**config.mk**
```make
export PLATFORM = sky130hd
export DESIGN_NAME = logic_unit_pipe
export DESIGN_NICKNAME = d
export VERILOG_FILES = /design/src/rtl/logic_unit_pipe.sv
export SDC_FILE = /design/constraint.sdc
export NUM_CORES = 1
export LEC_CHECK = 0
export ABC_CLOCK_PERIOD_IN_PS = 3050
export BUFFER_PORTS_ARGS = -buffer_cell sky130_fd_sc_hd__buf_4
export CORE_MARGIN = 4
export CORE_UTILIZATION = 47
export CTS_CLUSTER_DIAMETER = 50
export DETAILED_ROUTE_END_ITERATION = 12
export GPL_ROUTABILITY_DRIVEN = 0
export PLACE_DENSITY = 0.77
export SYNTH_ARGS = -nofsm -noshare
export SYNTH_HDL_FRONTEND = slang
export SYNTH_SLANG_ARGS = --single-unit
```
**constraint.sdc**
```tcl
create_clock -name clk -period 3.05 [get_ports clk]
set_input_delay 0.1525 -clock clk [delete_from_list [all_inputs] [get_ports clk]]
set_output_delay 0.1525 -clock clk [all_outputs]
set_load 0.005 [all_outputs]
```
**src/rtl/logic_unit_pipe.sv**
```systemverilog
// Registered multi-input bitwise logic unit with valid/ready output stage,
// result flags and a saturating count of accepted commands.
module logic_unit_pipe #(
  parameter int WIDTH  = 8,
  parameter int NUM_IN = 3,
  parameter int CNT_W  = 16
) (
  input  logic                    clk,
  input  logic                    rst,
  input  logic                    in_valid,
  output logic                    in_ready,
  input  logic [2:0]              in_op,
  input  logic [NUM_IN-1:0]       in_en,
  input  logic [NUM_IN*WIDTH-1:0] in_data,
  output logic                    out_valid,
  input  logic                    out_ready,
  output logic [WIDTH-1:0]        out_data,
  output logic                    out_zero,
  output logic                    out_par,
  output logic                    out_all1,
  input  logic                    cnt_clr,
  output logic [CNT_W-1:0]        op_count
);

  if (NUM_IN < 2 || NUM_IN > 8) begin : g_bad_num_in
    $error("logic_unit_pipe: NUM_IN must be in 2..8");
  end

  typedef enum logic [2:0] {
    OP_AND  = 3'd0,
    OP_OR   = 3'd1,
    OP_NAND = 3'd2,
    OP_NOR  = 3'd3,
    OP_NOT  = 3'd4,
    OP_BUF  = 3'd5,
    OP_XOR  = 3'd6,
    OP_XNOR = 3'd7
  } op_e;

  logic             accept;
  logic [WIDTH-1:0] and_acc;
  logic [WIDTH-1:0] or_acc;
  logic [WIDTH-1:0] xor_acc;
  logic [WIDTH-1:0] op0;
  logic [WIDTH-1:0] result;

  assign in_ready = ~out_valid | out_ready;
  assign accept   = in_valid & in_ready;
  assign op0      = in_data[WIDTH-1:0];

  // Disabled operands contribute the identity of each reduction, so an empty
  // mask naturally yields all-ones for AND and zero for OR/XOR.
  always_comb begin
    and_acc = '1;
    or_acc  = '0;
    xor_acc = '0;
    for (int k = 0; k < NUM_IN; k++) begin
      if (in_en[k]) begin
        and_acc = and_acc & in_data[k*WIDTH +: WIDTH];
        or_acc  = or_acc  | in_data[k*WIDTH +: WIDTH];
        xor_acc = xor_acc ^ in_data[k*WIDTH +: WIDTH];
      end
    end
  end

  always_comb begin
    result = '0;
    case (op_e'(in_op))
      OP_AND:  result = and_acc;
      OP_OR:   result = or_acc;
      OP_NAND: result = ~and_acc;
      OP_NOR:  result = ~or_acc;
      OP_NOT:  result = ~op0;
      OP_BUF:  result = op0;
      OP_XOR:  result = xor_acc;
      OP_XNOR: result = ~xor_acc;
      default: result = '0;
    endcase
  end

  // Data and flags load only on accept, so they stay put while stalled and
  // after the consumer drains the result.
  always_ff @(posedge clk or posedge rst) begin
    if (rst) begin
      out_valid <= 1'b0;
      out_data  <= '0;
      out_zero  <= 1'b1;
      out_par   <= 1'b0;
      out_all1  <= 1'b0;
    end else if (accept) begin
      out_valid <= 1'b1;
      out_data  <= result;
      out_zero  <= (result == '0);
      out_par   <= ^result;
      out_all1  <= &result;
    end else if (out_ready) begin
      out_valid <= 1'b0;
    end
  end

  // Clear takes priority over a same-cycle accept.
  always_ff @(posedge clk or posedge rst) begin
    if (rst) begin
      op_count <= '0;
    end else if (cnt_clr) begin
      op_count <= '0;
    end else if (accept && (op_count != {CNT_W{1'b1}})) begin
      op_count <= op_count + 1'b1;
    end
  end

endmodule

```
; ---- After elaboration in Yosys (flattened, before gate mapping)
; Index checks and enable logic that the tools add are counted.
[classes]
n_addsub = 1
eq_ne = 8
n_mux = 13
n_bitwise = 13
n_reduce_logical = 7
[op_table]
columns = operator, n
row1 = two-way mux 8 bit, 8
row2 = case mux 8 bit (8 select lines), 1
row3 = two-way mux 16 bit, 2
row4 = inverter 8 bit, 4
row5 = "adder 16 x 1 -> 16 bit, second input constant", 1
row6 = bitwise AND 8 bit, 2
row7 = "!= test 16 bit, second input constant", 1
row8 = bitwise OR 8 bit, 2
row9 = bitwise XOR 8 bit, 2
row10 = "== test 3 bit, second input constant", 4
row11 = logical NOT 8 bit, 1
row12 = AND reduction 8 bit, 1
row13 = parity 8 bit, 1
row14 = "== test 3 x 2 -> 1 bit, second input constant", 2
row15 = nonzero test 2 bit, 2
row16 = "== test 3 x 1 -> 1 bit, second input constant", 1
row17 = logical NOT 3 bit, 1
row18 = two-way mux 1 bit, 2
row19 = bitwise AND 1 bit, 1
row20 = logical AND 1 bit, 1
row21 = inverter 1 bit, 1
row22 = bitwise OR 1 bit, 1
[totals]
regBits = 28
in_bits = 35
output_inout_bits = 29
elab_cells = 48

; ---- Longest topological paths before layout
[depth]
depth_word = 8
mapped_depth = 16
depth_no_buf = 14

; ---- Worst setup path before layout
; OpenSTA, ideal clock, no wires.
[synth_path]
path_kind = in2reg
startpoint = in in_en[0]
endpoint = reg out_par
setup_time_ps = 136
arrival_ps = 2637
required_time_ps = 2914
slack_ps = 278
path_stages = 16
n_path_buf = 2
path_cell_list = clkbuf_1 > clkbuf_1 > nand2_1 > ha_1 > o211ai_1 > mux2i_1 > a21o_1 > a22oi_1 > nor2_1 > inv_1 > ha_1 > xor2_1 > xnor2_1 > xnor2_1 > xnor2_1 > o21ai_0
[synth_via]
elab_chain_cells = 8
word_cells_on_any_way = 19
classes_between = mux: 9 / bitwise: 9 / reduce/logical: 1
[synth_rtl]
columns = item, line
row1 = start: declaration, 13  ; input logic [NUM_IN-1:0] in_en,
row2 = two-way mux 8 bit, 58  ; if (in_en[k]) begin
row3 = bitwise XOR 8 bit (tied with other cells), 61  ; xor_acc = xor_acc ^ in_data[k*WIDTH +: WIDTH];
row4 = two-way mux 8 bit, 58
row5 = bitwise XOR 8 bit (tied with other cells), 61
row6 = two-way mux 8 bit, 58
row7 = "inverter 8 bit, on equally long branches", "76, 71, 72"
row8 = case mux 8 bit (8 select lines) (*), 68  ; case (op_e'(in_op))
row9 = net result[2], 45  ; logic [WIDTH-1:0] result;
row10 = parity 8 bit (*), 94  ; out_par <= ^result;
row11 = end signal: assignment, 94
row12 = end: declaration, 19  ; output logic out_par,
; The timed path passes the listed nets; every way through them passes the cells marked *.
; A chain may end at the register's enable or synchronous reset.

; ---- Final worst setup path
; Ends and elaborated chain as after synthesis.

==> impl_results.md <==
* Drt pass-1 iters at 4
* Initial antenna violation count at 0
* Residual DRC at 0
* First-pass GRT wire length at 10600 µm
* Area contributors post-synth: dfrtp_1 25%, xnor2_1 8.6%, ha_1 6.8%
* Sequential element share of the synthesized area at between 20% and 30%
* Final Hold Violating Endpoints at 0
* Slew Limit Fails at 0
* GRT Residual Overflow at 0
* Clk_skew at approximately 0.0044 ns
* PD cells at approximately 340 nW/µm²
* Layout cells sized above 1 at between 10% and 20%
* Req. time, crit path at 3.21 ns
* Fill count at 533
* Clock share of power at 20.5%
* Vias per Instance at ~5.4
* Initial Utilization at 49.1%
* Post-CTS Setup Bufs at 0
* Clock latency on the worst-skew pair at approximately 0.27 ns
* Ys async rst share at 100%
* M3 GR Usage at under 10%
* Comb pwr share at 41.6%
* Fmax at about 0.41 GHz
* Mapped Cells at 347
* Warnings from Yosys at 0
* VDD IR-drop max at around 0.15 mV
* CTS resizes at 0
* Worst slew pin tran at ~1.0 ns
* Yosys cell types at 50
* Worst setup margin at between 0.6 and 0.7 ns
* CP Launch Type: input pin
* Yosys top cell by area: dfrtp_1
* Post-synth EDFFs at 0
* Max_slew headroom at 30.3%
* RSZ-0062 raised after global routing: false
* Number of buffers created by CTS at 3
* Nets at between 400 and 500
* Initial DRC count at 137
* Final min period at about 2.4 ns
* Wirelength per Cell at ~13 µm
* Vias in the first global route at 2319
* Part of the power in registers at between 30 and 40%
* Area Growth Syn to Fin at 19.3%
* Buffer depth of the longest clock path at 2
* Post-CTS Hold Buffers at 0
* Top Usage Layer GRT: met2
* Place WS at between 0.3 and 0.4 ns
* NetSw at about 360 µW
* Seq cells post-synth at 28
* I/O pins at 64
* IO buf count at between 60 and 70
* Crit path kind: input pin to flop
* Maxcap violations at 0
* Net Count, Synth at just under 400
* Synth top area share at between 20% and 30%
* Sw Share at 32.8%
* WP data arrival at 2.59 ns
* Setup_tns at 0 ns
* Total power at roughly 1100 µW
* Clock tree root buffer cell: clkbuf_8
* Clock-pin transition on the worst setup and hold timing paths at approximately 0.09 ns
* Status: completed
* Area of the die at between 7000 and 8000 µm²
* Worst Hold Class: input pin to flop
* CTS tree: built
* Die span in x at around 85 µm
* Internal at between 700 and 800 µW
* Mapped Area at ~2800 µm²
* Number of nets still failing antenna checks after routing at 0
* Met1 Track Usage GR at between 20 and 25%
* Final WL at between 6000 and 7000 µm
* Largest net degree at the start of global routing at 43
* Die height at about 85 µm
* Clock sinks at 28
* H-tree depth at 1
* Total Routing Usage GR at ~17%
* Crit. End Element: flop
* Core Region at 5610 µm²
* Leak at about 0.0016 µW
* # diodes at 0
* Synth Flop Type: dfrtp_1
* Rows at 27
* DP HPWL at about 4800 µm
* Mean Syn Cell Area at roughly 8 µm²
* Ratio of final minimum period to clock period at between 70% and 80%
* Critical path peak fanout at 25
* Met2 Track Usage GR at between 20% and 30%
* Routed vias at approximately 2500
* Endpoints failing setup at 0
==> power by group through the flow <==
stage	Clock, µW	Sequential (µW)	Combinational (µW)
after global placement	0	429	451
after detailed placement	0	430	465
after floorplan	0	430	316
after global routing	252	426	524
after CTS	235	422	467
final	228	421	462
==> layout make-up <==
| type | instances | area (µm²) | area share, % |
|---|---|---|---|
| repair buffers | 65 | 488 | 14.8 |
| well taps | 72 | 90.1 | 2.74 |
| multi-input cells | 262 | 1830 | 55.5 |
| clock buffers | 4 | 55.1 | 1.67 |
| inverters | 34 | 128 | 3.88 |
| flip-flops and latches | 28 | 702 | 21.3 |
==> flip-flops by register name, indices dropped and copies added, names as in the netlist <==
name / cells
out_valid: 1
out_all1: 1
out_data: 8
out_par: 1
out_zero: 1
op_count: 16
==> final timing paths <==
kind / start / end / slack, ns / cells after the start
worst max-delay path: in_en[0] / out_par / 0.62 / 15
worst min-delay path: in_valid / out_valid / 0.08 / 2
worst max register to register: op_count[7] / op_count[10] / 0.93 / 6
worst min register to register: out_zero / out_zero / 0.48 / 2
max in group asynchronous: rst / op_count[0] / 2.29 / 2
min in group asynchronous: rst / op_count[12] / 0.13 / 2
==> logic make-up (layout without fill, tap and decap cells) <==
| kind of cell | Yosys count | in the layout | share of synthesized area (%) |
|---|---|---|---|
| adders and majority gates | 15 | 15 | 6.81 |
| AOI/OAI and AO/OA | 78 | 78 | 21.3 |
| muxes | 15 | 15 | 5.49 |
| buffers and inverters | 57 | 103 | 8.26 |
| xor gates and xnor gates | 37 | 37 | 11.8 |
| DFF | 28 | 28 | 25.5 |
| and+or+nand+nor | 117 | 117 | 20.9 |
==> cell usage in the layout, fill, tap and decap left out, types with 8 or more instances in the layout <==
cell type / Yosys / routed
a21boi_0: 8 / 8
dfrtp_1: 27 / 27
nor2_1: 31 / 31
ha_1: 15 / 15
inv_1: 34 / 34
nand3_1: 9 / 9
nand3b_1: 8 / 8
xor2_1: 10 / 10
xnor2_1: 27 / 27
nor2b_1: 8 / 8
nand2_1: 39 / 39
o21ai_0: 13 / 13
buf_4: 0 / 65
mux2i_1: 14 / 14
==> synthesized netlist by cell type (3+ instances only) <==
cell type	number
nand2_1	39
inv_1	34
nor2_1	31
dfrtp_1	27
xnor2_1	27
clkbuf_1	16
ha_1	15
mux2i_1	14
o21ai_0	13
xor2_1	10
nand3_1	9
a21boi_0	8
nand3b_1	8
nor2b_1	8
a222oi_1	7
a22oi_1	7
o211ai_1	7
a21o_1	6
a221oi_1	6
nand2b_1	6
o31ai_1	6
or3_1	5
a21oi_1	4
buf_2	4
nand4_1	3
==> worst max-delay path, cell delays in order <==
cell      delay (ns)
buf_4           0.22
nand2_1         0.08
ha_1            0.18
o211ai_1        0.25
mux2i_1         0.23
a21o_1          0.14
a22oi_1         0.09
nor2_1          0.16
inv_1           0.06
ha_1            0.30
xor2_1          0.17
xnor2_1         0.17
xnor2_1         0.16
xnor2_1         0.13
o21ai_0         0.08
==> layer usage <==
layer	share of wire (%)	vias up
met5	0	-
met4	0.55	0
met1	46	1156
li1	-	1303
met2	47	63
met3	6.5	2
==> metrics by stage <==
step,instance area [µm²],utilization (%),cells,hold slack [ns]
after global placement,3230,57.7,461,0.359
after CTS,3290,58.6,465,0.0720
after floorplan,2760,-,347,0.217
after global routing,3290,58.6,465,0.0952
final,3290,58.6,465,0.0753
after detailed placement,3230,57.7,461,0.361
(Power assumes the default switching activity.)
